<file path="config.mk">
export PLATFORM = sky130hd
export DESIGN_NAME = lz77_decoder_flat
export DESIGN_NICKNAME = d
export VERILOG_FILES = /design/src/rtl/lz77_decoder_if.sv /design/src/rtl/lz77_decoder.sv /design/src/flat_wrapper.sv
export SDC_FILE = /design/constraint.sdc
export NUM_CORES = 2
export LEC_CHECK = 0
export BUFFER_PORTS_ARGS = -buffer_cell sky130_fd_sc_hd__buf_2
export CORE_MARGIN = 3
export CORE_UTILIZATION = 60
export DETAILED_ROUTE_END_ITERATION = 10
export PLACE_DENSITY = 0.73
export SYNTH_ARGS = -nofsm -noshare
export SYNTH_HDL_FRONTEND = slang
export SYNTH_SLANG_ARGS = --single-unit
</file>
<file path="constraint.sdc">
create_clock -name clk -period 39.1 [get_ports clk]
set_clock_uncertainty 0.05 [all_clocks]
set_input_delay 3.91 -clock clk [delete_from_list [all_inputs] [get_ports clk]]
set_output_delay 3.91 -clock clk [all_outputs]
set_load 0.01 [all_outputs]
</file>
<file path="src/rtl/lz77_decoder_if.sv">
`default_nettype none
// ============================================================================
//  Module      : lz77_decoder_if
//  Description : Token-in / byte-out handshake bundle for the LZ77 decoder.
//                master = token source + byte sink side (upstream/downstream)
//                slave  = the decoder itself
//  Signals     : tok_valid/tok_ready/tok_position/tok_length/tok_symbol/
//                tok_last (token stream), out_valid/out_ready/out_data/
//                out_last (byte stream), dist_err (sticky status)
//  Revision    : 1.0 - initial release
// ============================================================================
interface lz77_decoder_if #(
   parameter int DATA_WIDTH           = 8,
   parameter int DICTIONARY_DEPTH_LOG = 9,
   parameter int CNT_WIDTH            = 7
);
   logic                          tok_valid;
   logic                          tok_ready;
   logic [DICTIONARY_DEPTH_LOG:0] tok_position;
   logic [CNT_WIDTH-1:0]          tok_length;
   logic [DATA_WIDTH-1:0]         tok_symbol;
   logic                          tok_last;
   logic                          out_valid;
   logic                          out_ready;
   logic [DATA_WIDTH-1:0]         out_data;
   logic                          out_last;
   logic                          dist_err;

   modport master (
      output tok_valid, tok_position, tok_length, tok_symbol, tok_last, out_ready,
      input  tok_ready, out_valid, out_data, out_last, dist_err
   );

   modport slave (
      input  tok_valid, tok_position, tok_length, tok_symbol, tok_last, out_ready,
      output tok_ready, out_valid, out_data, out_last, dist_err
   );
endinterface
`default_nettype wire

</file>
<file path="src/rtl/lz77_decoder.sv">
`default_nettype none
// ============================================================================
//  Module      : lz77_decoder
//  Description : LZ77 token decoder. Each {distance, length, symbol} token
//                expands into `length` bytes copied from the history window
//                followed by the literal symbol. Keeps its own history of the
//                last DICTIONARY_DEPTH output bytes.
//  Ports       : clk   - clock, rising edge
//                rst_n - asynchronous active-low reset
//                bus   - lz77_decoder_if.slave (token in, byte out, dist_err)
//  Revision    : 1.0 - initial release
// ============================================================================
module lz77_decoder #(
   parameter int DATA_WIDTH           = 8,
   parameter int DICTIONARY_DEPTH     = 512,
   parameter int DICTIONARY_DEPTH_LOG = 9,
   parameter int CNT_WIDTH            = 7
) (
   input  logic          clk,
   input  logic          rst_n,
   lz77_decoder_if.slave bus
);
   localparam int PTR_W  = DICTIONARY_DEPTH_LOG;
   localparam int DIST_W = DICTIONARY_DEPTH_LOG + 1;
   localparam logic [DIST_W-1:0] FILL_MAX = DIST_W'(DICTIONARY_DEPTH);

   generate
      if (DICTIONARY_DEPTH != (1 << DICTIONARY_DEPTH_LOG)) begin : g_depth_check
         $fatal(1, "lz77_decoder: DICTIONARY_DEPTH must equal 2**DICTIONARY_DEPTH_LOG");
      end
   endgenerate

   typedef enum logic [1:0] {
      S_IDLE = 2'd0,
      S_COPY = 2'd1,
      S_LIT  = 2'd2
   } state_t;

   state_t                state, state_next;

   logic                  armed;        // holds tok_ready low until the first clock after reset
   logic [PTR_W-1:0]      wr_ptr, rd_ptr;
   logic [DIST_W-1:0]     fill;
   logic [CNT_WIDTH-1:0]  cnt;
   logic [DATA_WIDTH-1:0] sym_q;
   logic                  last_q;
   logic                  bad_q;        // current token has an illegal distance
   logic                  out_valid_q, out_last_q, dist_err_q;
   logic [DATA_WIDTH-1:0] out_data_q;

   logic [DATA_WIDTH-1:0] hist [DICTIONARY_DEPTH];

   logic                  adv, accept, emit, emit_last, tok_ready_c;
   logic [DATA_WIDTH-1:0] emit_data, hist_rd;
   logic                  xfer_last, dist_bad;
   logic [DIST_W-1:0]     fill_base;

   // Output register may take a new byte when it is empty or being drained.
   assign adv = !out_valid_q || bus.out_ready;

   // Combinational history read: every write from earlier cycles is visible,
   // so an overlapping copy (D < L, D = 1) reads the bytes it just produced.
   // With D = DICTIONARY_DEPTH the read and write address coincide; the read
   // returns the old (oldest) byte, which is exactly what is rewritten.
   assign hist_rd = hist[rd_ptr];

   // The last byte of a block leaving the output register starts a new block.
   // The token accepted in that same cycle must already see an empty window.
   assign xfer_last = out_valid_q && bus.out_ready && out_last_q;
   assign fill_base = xfer_last ? '0 : fill;
   assign dist_bad  = (bus.tok_position == '0) || (bus.tok_position > fill_base);

   // ------------------------------------------------------------------------
   // FSM: state register
   // ------------------------------------------------------------------------
   always_ff @(posedge clk or negedge rst_n) begin
      if (!rst_n) state <= S_IDLE;
      else        state <= state_next;
   end

   // ------------------------------------------------------------------------
   // FSM: next state and per-cycle controls
   // ------------------------------------------------------------------------
   always_comb begin
      state_next  = state;
      tok_ready_c = 1'b0;
      accept      = 1'b0;
      emit        = 1'b0;
      emit_data   = '0;
      emit_last   = 1'b0;
      case (state)
         S_IDLE: begin
            tok_ready_c = armed;
            if (bus.tok_valid && armed) begin
               accept     = 1'b1;
               state_next = (bus.tok_length == '0) ? S_LIT : S_COPY;
            end
         end
         S_COPY: begin
            if (adv) begin
               emit      = 1'b1;
               emit_data = bad_q ? '0 : hist_rd;
               if (cnt == CNT_WIDTH'(1)) state_next = S_LIT;
            end
         end
         S_LIT: begin
            if (adv) begin
               emit       = 1'b1;
               emit_data  = sym_q;
               emit_last  = last_q;
               state_next = S_IDLE;
            end
         end
         default: state_next = S_IDLE;
      endcase
   end

   // ------------------------------------------------------------------------
   // Datapath: pointers, counters, token latches and output register
   // ------------------------------------------------------------------------
   always_ff @(posedge clk or negedge rst_n) begin
      if (!rst_n) begin
         armed       <= 1'b0;
         wr_ptr      <= '0;
         rd_ptr      <= '0;
         fill        <= '0;
         cnt         <= '0;
         sym_q       <= '0;
         last_q      <= 1'b0;
         bad_q       <= 1'b0;
         out_valid_q <= 1'b0;
         out_data_q  <= '0;
         out_last_q  <= 1'b0;
         dist_err_q  <= 1'b0;
      end else begin
         armed <= 1'b1;

         if (accept) begin
            sym_q  <= bus.tok_symbol;
            last_q <= bus.tok_last;
            cnt    <= bus.tok_length;
            // Low bits only: D = DICTIONARY_DEPTH wraps to rd_ptr = wr_ptr.
            rd_ptr <= wr_ptr - bus.tok_position[PTR_W-1:0];
            bad_q  <= dist_bad;
            if (dist_bad && (bus.tok_length != '0)) dist_err_q <= 1'b1;
         end

         if ((state == S_COPY) && emit) begin
            cnt    <= cnt - CNT_WIDTH'(1);
            rd_ptr <= rd_ptr + PTR_W'(1);
         end

         if (emit) wr_ptr <= wr_ptr + PTR_W'(1);

         if (emit && (fill_base != FILL_MAX)) fill <= fill_base + DIST_W'(1);
         else                                 fill <= fill_base;

         if (adv) begin
            out_valid_q <= emit;
            out_last_q  <= emit && emit_last;
            if (emit) out_data_q <= emit_data;
         end
      end
   end

   // History RAM: not cleared by reset.
   always_ff @(posedge clk) begin
      if (emit) hist[wr_ptr] <= emit_data;
   end

   assign bus.tok_ready = tok_ready_c;
   assign bus.out_valid = out_valid_q;
   assign bus.out_data  = out_data_q;
   assign bus.out_last  = out_last_q;
   assign bus.dist_err  = dist_err_q;

endmodule
`default_nettype wire

</file>
<file path="src/flat_wrapper.sv">
// flat-port wrapper written by rule: the top's interface ports become plain ports
module lz77_decoder_flat 
#(
   parameter int DATA_WIDTH           = 8,
   parameter int DICTIONARY_DEPTH     = 512,
   parameter int DICTIONARY_DEPTH_LOG = 9,
   parameter int CNT_WIDTH            = 7
)
  (clk, rst_n, bus_tok_valid, bus_tok_position, bus_tok_length, bus_tok_symbol, bus_tok_last, bus_out_ready, bus_tok_ready, bus_out_valid, bus_out_data, bus_out_last, bus_dist_err);
  lz77_decoder_if #(.DATA_WIDTH(DATA_WIDTH), .DICTIONARY_DEPTH_LOG(DICTIONARY_DEPTH_LOG), .CNT_WIDTH(CNT_WIDTH)) bus_i ();
  input  logic clk;
  input  logic rst_n;
  input wire logic [$bits(bus_i.tok_valid)-1:0] bus_tok_valid;
  input wire logic [$bits(bus_i.tok_position)-1:0] bus_tok_position;
  input wire logic [$bits(bus_i.tok_length)-1:0] bus_tok_length;
  input wire logic [$bits(bus_i.tok_symbol)-1:0] bus_tok_symbol;
  input wire logic [$bits(bus_i.tok_last)-1:0] bus_tok_last;
  input wire logic [$bits(bus_i.out_ready)-1:0] bus_out_ready;
  output wire logic [$bits(bus_i.tok_ready)-1:0] bus_tok_ready;
  output wire logic [$bits(bus_i.out_valid)-1:0] bus_out_valid;
  output wire logic [$bits(bus_i.out_data)-1:0] bus_out_data;
  output wire logic [$bits(bus_i.out_last)-1:0] bus_out_last;
  output wire logic [$bits(bus_i.dist_err)-1:0] bus_dist_err;
  assign bus_i.tok_valid = bus_tok_valid;
  assign bus_i.tok_position = bus_tok_position;
  assign bus_i.tok_length = bus_tok_length;
  assign bus_i.tok_symbol = bus_tok_symbol;
  assign bus_i.tok_last = bus_tok_last;
  assign bus_i.out_ready = bus_out_ready;
  assign bus_tok_ready = bus_i.tok_ready;
  assign bus_out_valid = bus_i.out_valid;
  assign bus_out_data = bus_i.out_data;
  assign bus_out_last = bus_i.out_last;
  assign bus_dist_err = bus_i.dist_err;
  lz77_decoder #(.DATA_WIDTH(DATA_WIDTH), .DICTIONARY_DEPTH(DICTIONARY_DEPTH), .DICTIONARY_DEPTH_LOG(DICTIONARY_DEPTH_LOG), .CNT_WIDTH(CNT_WIDTH)) u_core (.clk(clk), .rst_n(rst_n), .bus(bus_i));
endmodule
</file>
==> results.txt <==
worst max-slew margin expressed relative to the limit: 3.38%
CTS tree: done
endpoint of the most critical setup path: u_core.hist[327][1]
pin count of the biggest net entering global routing: 266
fraction of registers with async set/reset: 1.42%
synthesis-to-finish area growth: 10.4%
sequential fraction of design power: 40.8%
number of enable flip-flop cells after synthesis: 4096
power per cell area: 71.5 mW/mm^2
cell leakage power: 56.2 nW
count of input and output buffers: 41
nature of the critical path startpoint: flop
Post-CTS Repair Setup Buffers: 0
final critical-path required period: 10.59 ns
final worst-path cycle share: 27.1%
Int Power: 8.68 mW
HPWL Detailed: 262000 um
Starting Density: 60.6%
setup slack of the most critical reg-to-reg path: 28.51 ns
final cell count without fillers: 11.9k
floorplan die height: 527 um
detailed-route via count: 85.3k
number of search-and-repair iterations in the first detailed-routing pass: 10
final number of max-transition violations: 0
Antenna Violating Nets Remaining: 0
TNS Setup: 0 ns
utilization after layout: 66.9%
FF-to-FF Start: u_core.rd_ptr[0]
met2 capacity usage during global routing: 47.0%
via density per instance: 7.14
library cell used as clock root buffer: sky130_fd_sc_hd__clkbuf_16
Final WS setup: 28.51 ns
Worst Path Required: 39.62 ns
depth of the worst register-to-register path: 17
max capacitance violation total: 0
number of top-level pins: 42
clock latency at the later pin of the worst-skew pair: 0.96 ns
proportion of power drawn by combinational gates: 29.3%
met3 GRT Util: 9.41%
post-detailed-route wirelength per cell: 37.3 um
detailed-route wire length: 445000 um
Hold Crit Class: reg2reg
post-synthesis net count: 7916
register area: 0.124 mm^2
first element of the critical path: u_core.rd_ptr[0]
clk buf depth: 4
Core Region: 0.269 mm^2
highest-count cells in the layout ignoring fill and taps: 4096 x sky130_fd_sc_hd__edfxtp_1, 988 x sky130_fd_sc_hd__mux4_2, 625 x sky130_fd_sc_hd__nor2_1, 408 x sky130_fd_sc_hd__clkbuf_16, 326 x sky130_fd_sc_hd__mux2i_1
fraction of final layout cells with drive strength greater than 1: 22.7%
most common library cell in the layout ignoring fill and taps: sky130_fd_sc_hd__edfxtp_1
multi-input combinational cell area: 0.0359 mm^2
DRC marker count from the first detailed-route iteration: 14.3k
placed insts: 11.2k
net load switching power: 4.18 mW
leading register cell type out of synthesis: sky130_fd_sc_hd__edfxtp_1
hold_buf cts: 0
Peak supply drop: 0.0000531 V
synthesized netlist cell count: 7855
endpoint class of the critical path: flop
count of clock tree sinks: 4155
syn avg cell area: 20.7 um^2
Mapped Area: 0.163 mm^2
Fin Hold WS: 0.421 ns
outcome: completed
Hold Violations, Final: 0
setup repair after global routing missed its margin: false
largest fanout on the critical path: 120
warnings from Yosys: 0
switching share of power: 32.5%
upper clock frequency limit: 94.4 MHz
final routed DRC violation total: 0
via count of the first global-routing pass: 83.0k
CTS clk-pin slew, worst paths: 0.06 ns
wire length of the first global-routing pass: 632000 um
number of H-tree levels: 5
final estimated routing congestion in global placement: 0.959
number of nets at the end of the flow: 8088
overall routing resource usage: 32.2%
actual slew at the worst max-slew pin: 1.44 ns
gr busiest metal: met2
# fillers: 16.4k
DP Worst Slack: 28.30 ns
Setup Crit Path Kind: reg2reg
global-route congestion overflow total: 0
Arrival @ worst endpoint: 11.11 ns
count of different cell masters after synthesis: 77
count of final setup violators: 0
number of buffers added by the clock tree synthesis step: 402
proportion of power drawn by the clock network: 29.9%
worst reg2reg path endpoint: u_core.hist[327][1]
initial antenna violation count: 27
Die ar.: 0.278 mm^2
overall die width: 527 um
GR met1 Demand/Resource: 45.4%
Row Count: 190
number of gates given a new drive strength after cts: 0
register area share after synthesis: 76.5%
register bit count reported by yosys: 4155
## sequential cells by signal, indices dropped and copies added, names as in the netlist
name / flops
u_core.armed: 1
u_core.fill: 10
u_core.last_q: 1
u_core.sym_q: 8
u_core.cnt: 7
u_core.bus.out_valid: 1
u_core.bus.dist_err: 1
u_core.state: 2
u_core.hist: 4096
u_core.bus.out_data: 8
u_core.rd_ptr: 9
u_core.wr_ptr: 9
u_core.bus.out_last: 1
u_core.bad_q: 1
## how the worst min path moves through the flow
stage | startpoint | end | slack [ns] | cells after the start
after global placement | u_core.bus.dist_err | u_core.bus.dist_err | 0.39 | 1
final | u_core.bus.out_data[6] | u_core.bus.out_data[6] | 0.42 | 1
after detailed placement | u_core.bus.out_data[5] | u_core.bus.out_data[5] | 0.41 | 1
after global routing | u_core.bus.out_data[6] | u_core.bus.out_data[6] | 0.44 | 1
after floorplan | u_core.sym_q[0] | u_core.sym_q[0] | 0.39 | 2
after CTS | u_core.bus.out_data[5] | u_core.bus.out_data[5] | 0.43 | 1
## routing by layer
metal  share of wire, %  routed length, um
met1                 35             158000
met2                 45             201000
met3                 14              60700
met4                5.6              25000
met5              0.050                224
## metrics by stage
step | power (mW) | cell area [um^2]
2_1_floorplan | 7.78 | 163000
3_3_place_gp | 8.95 | 167000
3_5_place_dp | 9.00 | 167000
4_1_cts | 12.8 | 180000
5_1_grt | 13.1 | 180000
6_report | 12.9 | 180000
## synth_stat cells (all sizes together) (10+ instances only)
library cell  number  area share (%)
a31oi             20           0.077
o21ai             86            0.26
a2111oi           14           0.075
nor3              34            0.10
a211oi            35            0.16
a221oi            31            0.17
o22ai             57            0.22
nand4             19           0.073
nand3             80            0.25
and3              21           0.081
nor4              17           0.065
nand2b            13           0.050
nor2             629             1.5
ha                30            0.23
dfrtp             59            0.91
xnor2             17           0.091
mux2              30            0.21
a21oi            146            0.45
clkbuf           210            0.48
nand2            321            0.74
a21o              14           0.065
inv               23           0.053
and2              10           0.038
o221ai            34            0.18
a22oi             59            0.27
nor2b             23           0.088
edfxtp          4096              76
mux2i            326             2.0
o211ai            19           0.088
mux4             988              14
buf              267             1.2
## critical path, cell delays in order (launching register included)
cell                       delay, ns
sky130_fd_sc_hd__dfrtp_4        0.69
sky130_fd_sc_hd__buf_4          0.75
sky130_fd_sc_hd__buf_4          0.60
sky130_fd_sc_hd__buf_4          0.62
sky130_fd_sc_hd__buf_4          0.77
sky130_fd_sc_hd__buf_4          0.54
sky130_fd_sc_hd__mux4_2         0.32
sky130_fd_sc_hd__nor2_1         0.05
sky130_fd_sc_hd__nor3_1         0.42
sky130_fd_sc_hd__o22ai_1        0.14
sky130_fd_sc_hd__o21ai_0        0.45
sky130_fd_sc_hd__buf_4          0.25
sky130_fd_sc_hd__o311ai_1       0.16
sky130_fd_sc_hd__a311oi_4       0.36
sky130_fd_sc_hd__buf_4          0.91
sky130_fd_sc_hd__buf_4          0.88
sky130_fd_sc_hd__buf_4          1.06
sky130_fd_sc_hd__buf_4          0.70
## logic make-up after synthesis
family / synth area share [%]
adder cells (fa/ha/maj): 0.243
flip-flops: 76.5
buffers and inverters: 1.72
AO/OA/AOI/OAI: 2.47
XOR/XNOR: 0.134
multiplexers: 15.9
other: 0.00230
AND/OR/NAND/NOR: 3.10
## power by group through the flow
| stage | combinational (mW) | clock, mW | sequential (mW) |
|---|---|---|---|
| 2_1_floorplan | 2.29 | 0 | 5.49 |
| 3_3_place_gp | 3.62 | 0 | 5.33 |
| 3_5_place_dp | 3.67 | 0 | 5.34 |
| 4_1_cts | 3.69 | 3.86 | 5.24 |
| 5_1_grt | 3.85 | 4.04 | 5.25 |
| 6_report | 3.77 | 3.84 | 5.25 |
## area by class of cell
type / instances / area share [%]
clock inverters: 246 / 1.30
diodes: 28 / 0.0390
clock buffers: 483 / 5.87
well taps: 3552 / 2.47
inverters: 24 / 0.0599
repair buffers: 245 / 1.07
flip-flops and latches: 4155 / 69.2
multi-input cells: 3199 / 19.9
Power figures use the tool's default switching activity.
